**src/rtl/image_job_scheduler_pkg.sv**
```systemverilog
// Shared types for the image job scheduler: FSM state encoding, fault codes and defaults.
// Optional per-phase watchdog is enabled by defining PHASE_TIMEOUT_EN.
package image_job_scheduler_pkg;

  localparam int DEPTH_W_DEFAULT = 17;

  typedef enum logic [2:0] {
    ST_IDLE  = 3'd0,
    ST_HIST  = 3'd1,
    ST_CDF   = 3'd2,
    ST_DIV   = 3'd3,
    ST_DONE  = 3'd4,
    ST_FAULT = 3'd5
  } sched_state_e;

  typedef enum logic [1:0] {
    FAULT_NONE    = 2'b00,
    FAULT_SCRATCH = 2'b01,
    FAULT_OUTPUT  = 2'b10,
    FAULT_TIMEOUT = 2'b11
  } fault_code_e;

  function automatic logic is_phase(input sched_state_e s);
    return (s == ST_HIST) || (s == ST_CDF) || (s == ST_DIV);
  endfunction

endpackage

```
**src/rtl/image_job_fifo.sv**
```systemverilog
// Circular job FIFO with wrap-around pointers. A pop frees a slot in the same
// cycle, so a push into a full queue is accepted when it coincides with a pop.
module image_job_fifo #(
  parameter int WIDTH = 17,
  parameter int DEPTH = 4
) (
  input  logic             clk,
  input  logic             rst,
  input  logic             push,
  input  logic [WIDTH-1:0] push_data,
  input  logic             pop,
  output logic [WIDTH-1:0] head_data,
  output logic             full,
  output logic             empty,
  output logic             drop
);

  localparam int PTR_W = $clog2(DEPTH);

  logic [PTR_W-1:0] rd_ptr_q, rd_ptr_d;
  logic [PTR_W-1:0] wr_ptr_q, wr_ptr_d;
  logic [PTR_W:0]   count_q, count_d;
  logic [WIDTH-1:0] mem_q [DEPTH];
  logic             do_push;
  logic             do_pop;

  always_comb begin
    empty    = (count_q == '0);
    full     = (count_q == (PTR_W+1)'(DEPTH));
    do_pop   = pop && !empty;
    do_push  = push && (!full || do_pop);
    drop     = push && !do_push;
    rd_ptr_d = do_pop  ? rd_ptr_q + 1'b1 : rd_ptr_q;
    wr_ptr_d = do_push ? wr_ptr_q + 1'b1 : wr_ptr_q;
    count_d  = count_q;
    if (do_push && !do_pop) begin
      count_d = count_q + 1'b1;
    end else if (do_pop && !do_push) begin
      count_d = count_q - 1'b1;
    end
    head_data = mem_q[rd_ptr_q];
  end

  always_ff @(posedge clk) begin
    if (rst) begin
      rd_ptr_q <= '0;
      wr_ptr_q <= '0;
      count_q  <= '0;
    end else begin
      rd_ptr_q <= rd_ptr_d;
      wr_ptr_q <= wr_ptr_d;
      count_q  <= count_d;
    end
  end

  // Storage needs no reset: an entry is only read after it has been written.
  always_ff @(posedge clk) begin
    if (do_push) begin
      mem_q[wr_ptr_q] <= push_data;
    end
  end

endmodule

```
**src/rtl/image_job_scheduler.sv**
```systemverilog
// Queues image jobs and sequences histogram -> cdf -> divider with start pulses,
// phase enables and a sticky fault latch. Define PHASE_TIMEOUT_EN for the per-phase watchdog.
module image_job_scheduler
  import image_job_scheduler_pkg::*;
#(
  parameter int QUEUE_DEPTH    = 4,
  parameter int DEPTH_W        = DEPTH_W_DEFAULT,
  parameter int TIMEOUT_CYCLES = 65535
) (
  input  logic               clock,
  input  logic               reset,
  input  logic               new_image_pulse,
  input  logic [DEPTH_W-1:0] job_input_depth,
  input  logic               clear_fault,
  input  logic               input_mem_done,
  input  logic               scratch_mem_overflow_fault,
  input  logic               output_mem_overflow_fault,
  input  logic               histogram_computation_done,
  input  logic               cdf_done,
  input  logic               divider_done,
  output logic               histogram_start_pulse,
  output logic               cdf_start_pulse,
  output logic               divider_start_pulse,
  output logic               histogram_en,
  output logic               cdf_en,
  output logic               divider_en,
  output logic               input_mem_read_finished,
  output logic               image_done_pulse,
  output logic [DEPTH_W-1:0] active_input_mem_depth,
  output logic               busy,
  output logic               queue_full,
  output logic               job_drop_pulse,
  output logic               fault_flag,
  output logic [1:0]         fault_code,
  output logic [2:0]         dbg_state
);

  sched_state_e       state_q, state_d;
  fault_code_e        fault_code_q, fault_code_d, fault_new;
  logic               fault_flag_q, fault_flag_d;
  logic               hist_start_q, hist_start_d;
  logic               cdf_start_q, cdf_start_d;
  logic               div_start_q, div_start_d;
  logic               hist_en_q, hist_en_d;
  logic               cdf_en_q, cdf_en_d;
  logic               div_en_q, div_en_d;
  logic               rd_fin_q, rd_fin_d;
  logic               done_pulse_q, done_pulse_d;
  logic               busy_q, busy_d;
  logic               drop_q, drop_d;
  logic [DEPTH_W-1:0] depth_q, depth_d;

  logic               fifo_pop;
  logic               fifo_full;
  logic               fifo_empty;
  logic               fifo_drop;
  logic [DEPTH_W-1:0] fifo_head;
  logic               fault_any;
  fault_code_e        fault_sel;
  logic               phase_done;
  sched_state_e       phase_next;
  logic               timeout_hit;

  image_job_fifo #(
    .WIDTH (DEPTH_W),
    .DEPTH (QUEUE_DEPTH)
  ) u_fifo (
    .clk       (clock),
    .rst       (reset),
    .push      (new_image_pulse),
    .push_data (job_input_depth),
    .pop       (fifo_pop),
    .head_data (fifo_head),
    .full      (fifo_full),
    .empty     (fifo_empty),
    .drop      (fifo_drop)
  );

`ifdef PHASE_TIMEOUT_EN
  localparam int TMO_W = $clog2(TIMEOUT_CYCLES + 1);

  logic [TMO_W-1:0] phase_cnt_q, phase_cnt_d;

  // Counter value is (cycles already spent in the phase); it restarts on every phase entry.
  always_comb begin
    timeout_hit = is_phase(state_q) && (phase_cnt_q == TMO_W'(TIMEOUT_CYCLES - 1));
    phase_cnt_d = phase_cnt_q + 1'b1;
    if ((state_d != state_q) || !is_phase(state_q)) begin
      phase_cnt_d = '0;
    end
  end

  always_ff @(posedge clock) begin
    if (reset) begin
      phase_cnt_q <= '0;
    end else begin
      phase_cnt_q <= phase_cnt_d;
    end
  end
`else
  logic unused_timeout_cfg;
  assign unused_timeout_cfg = (TIMEOUT_CYCLES == 0);
  assign timeout_hit        = 1'b0;
`endif

  // Next-state logic. Within a phase a fault outranks the done, and the done outranks the watchdog.
  always_comb begin
    state_d      = state_q;
    fifo_pop     = 1'b0;
    fault_flag_d = fault_flag_q;
    fault_code_d = fault_code_q;
    fault_new    = FAULT_NONE;
    fault_any    = scratch_mem_overflow_fault || output_mem_overflow_fault;
    fault_sel    = scratch_mem_overflow_fault ? FAULT_SCRATCH : FAULT_OUTPUT;
    phase_done   = 1'b0;
    phase_next   = ST_IDLE;
    case (state_q)
      ST_HIST: begin
        phase_done = histogram_computation_done;
        phase_next = ST_CDF;
      end
      ST_CDF: begin
        phase_done = cdf_done;
        phase_next = ST_DIV;
      end
      ST_DIV: begin
        phase_done = divider_done;
        phase_next = ST_DONE;
      end
      default: ;
    endcase

    case (state_q)
      ST_IDLE: begin
        if (!fifo_empty && !fault_flag_q) begin
          fifo_pop = 1'b1;
          state_d  = ST_HIST;
        end
      end
      ST_HIST, ST_CDF, ST_DIV: begin
        if (fault_any) begin
          state_d   = ST_FAULT;
          fault_new = fault_sel;
        end else if (phase_done) begin
          state_d = phase_next;
        end else if (timeout_hit) begin
          state_d   = ST_FAULT;
          fault_new = FAULT_TIMEOUT;
        end
      end
      ST_DONE: state_d = ST_IDLE;
      ST_FAULT: begin
        if (clear_fault) begin
          state_d      = ST_IDLE;
          fault_flag_d = 1'b0;
          fault_code_d = FAULT_NONE;
        end
      end
      default: state_d = ST_IDLE;
    endcase

    if ((state_d == ST_FAULT) && (state_q != ST_FAULT) && !fault_flag_q) begin
      fault_flag_d = 1'b1;
      fault_code_d = fault_new;
    end
  end

  // Outputs are registered off the next state so they line up with the state register.
  always_comb begin
    hist_start_d = (state_d == ST_HIST) && (state_q != ST_HIST);
    cdf_start_d  = (state_d == ST_CDF)  && (state_q != ST_CDF);
    div_start_d  = (state_d == ST_DIV)  && (state_q != ST_DIV);
    hist_en_d    = (state_d == ST_HIST);
    cdf_en_d     = (state_d == ST_CDF);
    div_en_d     = (state_d == ST_DIV);
    done_pulse_d = (state_d == ST_DONE);
    busy_d       = (state_d != ST_IDLE);
    drop_d       = fifo_drop;
    depth_d      = fifo_pop ? fifo_head : depth_q;
    rd_fin_d     = 1'b0;
    if ((state_q == ST_HIST) && (state_d == ST_HIST)) begin
      rd_fin_d = rd_fin_q || input_mem_done;
    end
  end

  always_ff @(posedge clock) begin
    if (reset) begin
      state_q      <= ST_IDLE;
      fault_flag_q <= 1'b0;
      fault_code_q <= FAULT_NONE;
      hist_start_q <= 1'b0;
      cdf_start_q  <= 1'b0;
      div_start_q  <= 1'b0;
      hist_en_q    <= 1'b0;
      cdf_en_q     <= 1'b0;
      div_en_q     <= 1'b0;
      rd_fin_q     <= 1'b0;
      done_pulse_q <= 1'b0;
      busy_q       <= 1'b0;
      drop_q       <= 1'b0;
      depth_q      <= '0;
    end else begin
      state_q      <= state_d;
      fault_flag_q <= fault_flag_d;
      fault_code_q <= fault_code_d;
      hist_start_q <= hist_start_d;
      cdf_start_q  <= cdf_start_d;
      div_start_q  <= div_start_d;
      hist_en_q    <= hist_en_d;
      cdf_en_q     <= cdf_en_d;
      div_en_q     <= div_en_d;
      rd_fin_q     <= rd_fin_d;
      done_pulse_q <= done_pulse_d;
      busy_q       <= busy_d;
      drop_q       <= drop_d;
      depth_q      <= depth_d;
    end
  end

  assign histogram_start_pulse   = hist_start_q;
  assign cdf_start_pulse         = cdf_start_q;
  assign divider_start_pulse     = div_start_q;
  assign histogram_en            = hist_en_q;
  assign cdf_en                  = cdf_en_q;
  assign divider_en              = div_en_q;
  assign input_mem_read_finished = rd_fin_q;
  assign image_done_pulse        = done_pulse_q;
  assign active_input_mem_depth  = depth_q;
  assign busy                    = busy_q;
  assign queue_full              = fifo_full;
  assign job_drop_pulse          = drop_q;
  assign fault_flag              = fault_flag_q;
  assign fault_code              = fault_code_q;
  assign dbg_state               = state_q;

endmodule
```
**config.mk**
```make
export PLATFORM = sky130hd
export DESIGN_NAME = image_job_scheduler
export DESIGN_NICKNAME = d
export VERILOG_FILES = /design/src/rtl/image_job_scheduler_pkg.sv /design/src/rtl/image_job_fifo.sv /design/src/rtl/image_job_scheduler.sv
export SDC_FILE = /design/constraint.sdc
export NUM_CORES = 1
export LEC_CHECK = 0
export CORE_UTILIZATION = 30
export CTS_CLUSTER_DIAMETER = 100
export DETAILED_ROUTE_END_ITERATION = 6
export SLEW_MARGIN = 40
export SYNTH_ARGS = -nofsm -noshare
export SYNTH_HDL_FRONTEND = slang
export SYNTH_HIERARCHICAL = 1
export SYNTH_SLANG_ARGS = --single-unit
export TNS_END_PERCENT = 30
```
**constraint.sdc**
```tcl
create_clock -name clock -period 3.4 [get_ports clock]
set_input_delay 0.85 -clock clock [delete_from_list [all_inputs] [get_ports clock]]
set_output_delay 0.85 -clock clock [all_outputs]
set_load 0.01 [all_outputs]
```
==> results.yml <==
power_and_ir_drop:
  max-vdd-ir-drop_v: 0.000360
  p_per_area_mw_per_mm2: 772
  p_leak_nw: 1.76
logic_synthesis:
  synth_nets: 318
  synth-edff-count: 68
  avgSynthCellArea_um2: 14.7
  synth-seq-cells: 110
  synth_seq_area_share_pct: 68.6
  synth_warnings: 6
  post-synth-top-area-fraction_pct: 48.6
  netlist_instances: 285
  synth_cell_type_count: 48
  synth_area_leader_cell: "edfxtp_1"
  syn_area_mm2: 0.00420
  async_flop_share_pct: 0
  synth_common_cells: "edfxtp_1 (68), dfxtp_1 (42), nand2_1 (38)"
  yosysMostFrequentCell: "edfxtp_1"
  ys.flop_type: "edfxtp_1"
  yosys-top-cells-area: "edfxtp_1 (49%), dfxtp_1 (20%), mux4_2 (9.1%), nand2_1 (3.4%), a21oi_1 (2.5%)"
worst_setup_path:
  crit_family: "simple AND/OR/NAND/NOR gates"
  max_stage_delay_ps: 500
  rr_startpoint: "u_fifo/count_q[0]"
  crit_path_start_kind: "register"
  cp-end-kind: "register"
  reg2reg_depth: 12
  rrSetupSlack_ps: 930
  crit_top_cell: "nor3_1"
  critical_path.cell_chain: "nor3_1 > nor3_1 > nand2_1 > clkinv_1 > nor4b_2 > nor2b_1 > ha_1 > inv_1 > fa_1 > xor2_1 > or3_1 > a21oi_1"
  critPathSlowestCell: "dfxtp_1"
  worstPathMaxFanout: 7
  cp.required_ps: 3670
  worstSetupPathType: "reg2reg"
  worstPathArrival_ps: 2750
  path_buf_inv: 2
  rr_endpoint: "u_fifo/count_q[2]"
worst_hold_path:
  hold_class: "reg2reg"
  holdPathStages: 2
  hp-start: "active_input_mem_depth[12]"
  hold-path-endpoint: "active_input_mem_depth[12]"
grt:
  grt-busiest-layer: "met2"
  grt_pass1_vias: 2441
  grtUsageMet3_pct: 3.54
  grt_use_met1_pct: 14.8
  use_met2_pct: 18.6
  grt_antenna_before_repair: 0
  globalRoute.totalOverflow: 0
  grtUsageTotal_pct: 11.7
  grt_pass1_wl_um: 12600
  grt_max_degree: 28
cts:
  cts_buffers: 9
  insertion_delay_ps: 340
  root_buffer: "clkbuf_16"
  clock_tree.buffer_depth: 2
  cts_tree: "built"
  postCtsHoldBufs: 0
  ctsResizeCount: 0
  cts_setup_buffers: 0
  htreeDepth: 3
  path_clk_slew_ps: 70
  cts_sinks: 110
floorplan:
  ios: 61
  core_mm2: 0.0135
  dieArea_mm2: 0.0145
  dieHeight_um: 120
  placementRows: 42
  die_x_um: 120
  initial_utilization_pct: 31.2
drt:
  vias: 2428
  drtIter0Drc: 146
  drc: 0
  vias_per_cell: 4.60
  firstDrtPassIters: 4
  routedWlPerCell_um: 14.9
  drt_wl_total_um: 7860
  ant_nets: 0
flow_run:
  cap_violations: 0
place:
  numPortBuffers: 60
  routabilityCongestion: 0.791
  dp_hpwl_um: 5100
sta:
  finalSetupTns_ps: 0
  fin_crit_sh_pct: 72.7
  fmax_mhz: 404
  setup_viol: 0
  hold_viol_final: 0
  worst_slew_pin_slew_ps: 560
  grt_setup_unrepaired: "false"
  drv_slew: 0
  fin_skew_ps: 9.77
  finalCriticalPeriod_ps: 2470
  maxSlewHeadroom_pct: 62.7
finish:
  area_delta_synth_final_pct: 25.5
  nets: 380
  fin_util_pct: 39.2
  drive_above_1_share_pct: 13.9
  fillers: 1308
  n_antenna_cell: 0
status:
  status: "complete, no violations"
## logic make-up after synthesis
logic type	share of synthesized area, %
DFF	68.6
and+or+nand+nor	10.5
AOI/OAI and AO/OA	5.54
buffers and inverters	2.65
muxes	9.95
adders and majority gates	1.97
xor gates and xnor gates	0.834
## layout by cell type, fill, tap and decap left out, types with 3 or more instances in the layout
master	count
buf_4	5
clkdlybuf4s50_1	60
edfxtp_1	68
mux4_2	17
inv_1	6
o21ai_0	3
nor3_1	5
nand2_1	38
ha_1	5
and2_2	5
dfxtp_1	41
xor2_1	4
a31oi_1	3
nand2b_1	4
nor2b_1	3
clkbuf_16	9
nor2_1	15
a21oi_1	21
## routing by layer
layer	vias to the layer above	wire, um
met5	-	0
met4	0	79
met3	7	379
met2	64	3700
met1	1191	3700
li1	1166	-
## worst max path at each step
stage / startpoint / end / cells after the start
5_1_grt: u_fifo/count_q[1] / u_fifo/count_q[2] / 11
3_5_place_dp: new_image_pulse / u_fifo/count_q[2] / 8
6_report: u_fifo/count_q[0] / u_fifo/count_q[2] / 12
2_1_floorplan: u_fifo/count_q[0] / u_fifo/count_q[2] / 14
4_1_cts: u_fifo/count_q[0] / u_fifo/count_q[2] / 12
3_3_place_gp: new_image_pulse / u_fifo/count_q[2] / 8
## flip-flops by register name (all words and copies together) (netlist names), named ones only
signal                   count
active_input_mem_depth      17
busy                         1
cdf_en                       1
cdf_start_pulse              1
dbg_state                    3
divider_en                   1
divider_start_pulse          1
fault_code                   2
fault_flag                   1
histogram_en                 1
histogram_start_pulse        1
image_done_pulse             1
input_mem_read_finished      1
job_drop_pulse               1
u_fifo/count_q               3
u_fifo/mem_q                68
u_fifo/rd_ptr_q              2
u_fifo/wr_ptr_q              2
## tightest hold or removal path: stages, from the launching register on
cell	delay [ps]
dfxtp_1	310
nand2_1	50
a21oi_1	50
## power by group
group	internal [mW]	total (mW)	switching (mW)
registers	1.66	1.81	0.147
logic	0.614	1.23	0.616
clock network	0.574	1.03	0.455
## through the flow
| stage | instances | setup WS, ps | area (um^2) | power, mW | hold slack (ps) |
|---|---|---|---|---|---|
| 2_1_floorplan | 285 | 649 | 4200 | 2.60 | 481 |
| 3_3_place_gp | 512 | 649 | 4970 | 3.08 | 447 |
| 3_5_place_dp | 512 | 591 | 4980 | 3.09 | 448 |
| 4_1_cts | 528 | 910 | 5270 | 4.14 | 457 |
| 5_1_grt | 528 | 686 | 5270 | 4.33 | 482 |
| 6_report | 528 | 927 | 5270 | 4.07 | 454 |
## layout make-up
class | count | area [um^2] | share of cell area (%)
clock inverter | 7 | 72.6 | 1.38
tap | 176 | 220 | 4.18
inverter | 7 | 26.3 | 0.498
multi-input combinational | 154 | 1210 | 22.9
sequential | 110 | 2880 | 54.7
clock buffer | 9 | 225 | 4.27
timing repair buffer | 65 | 638 | 12.1
No activity file was read; power rests on OpenSTA's default activity.
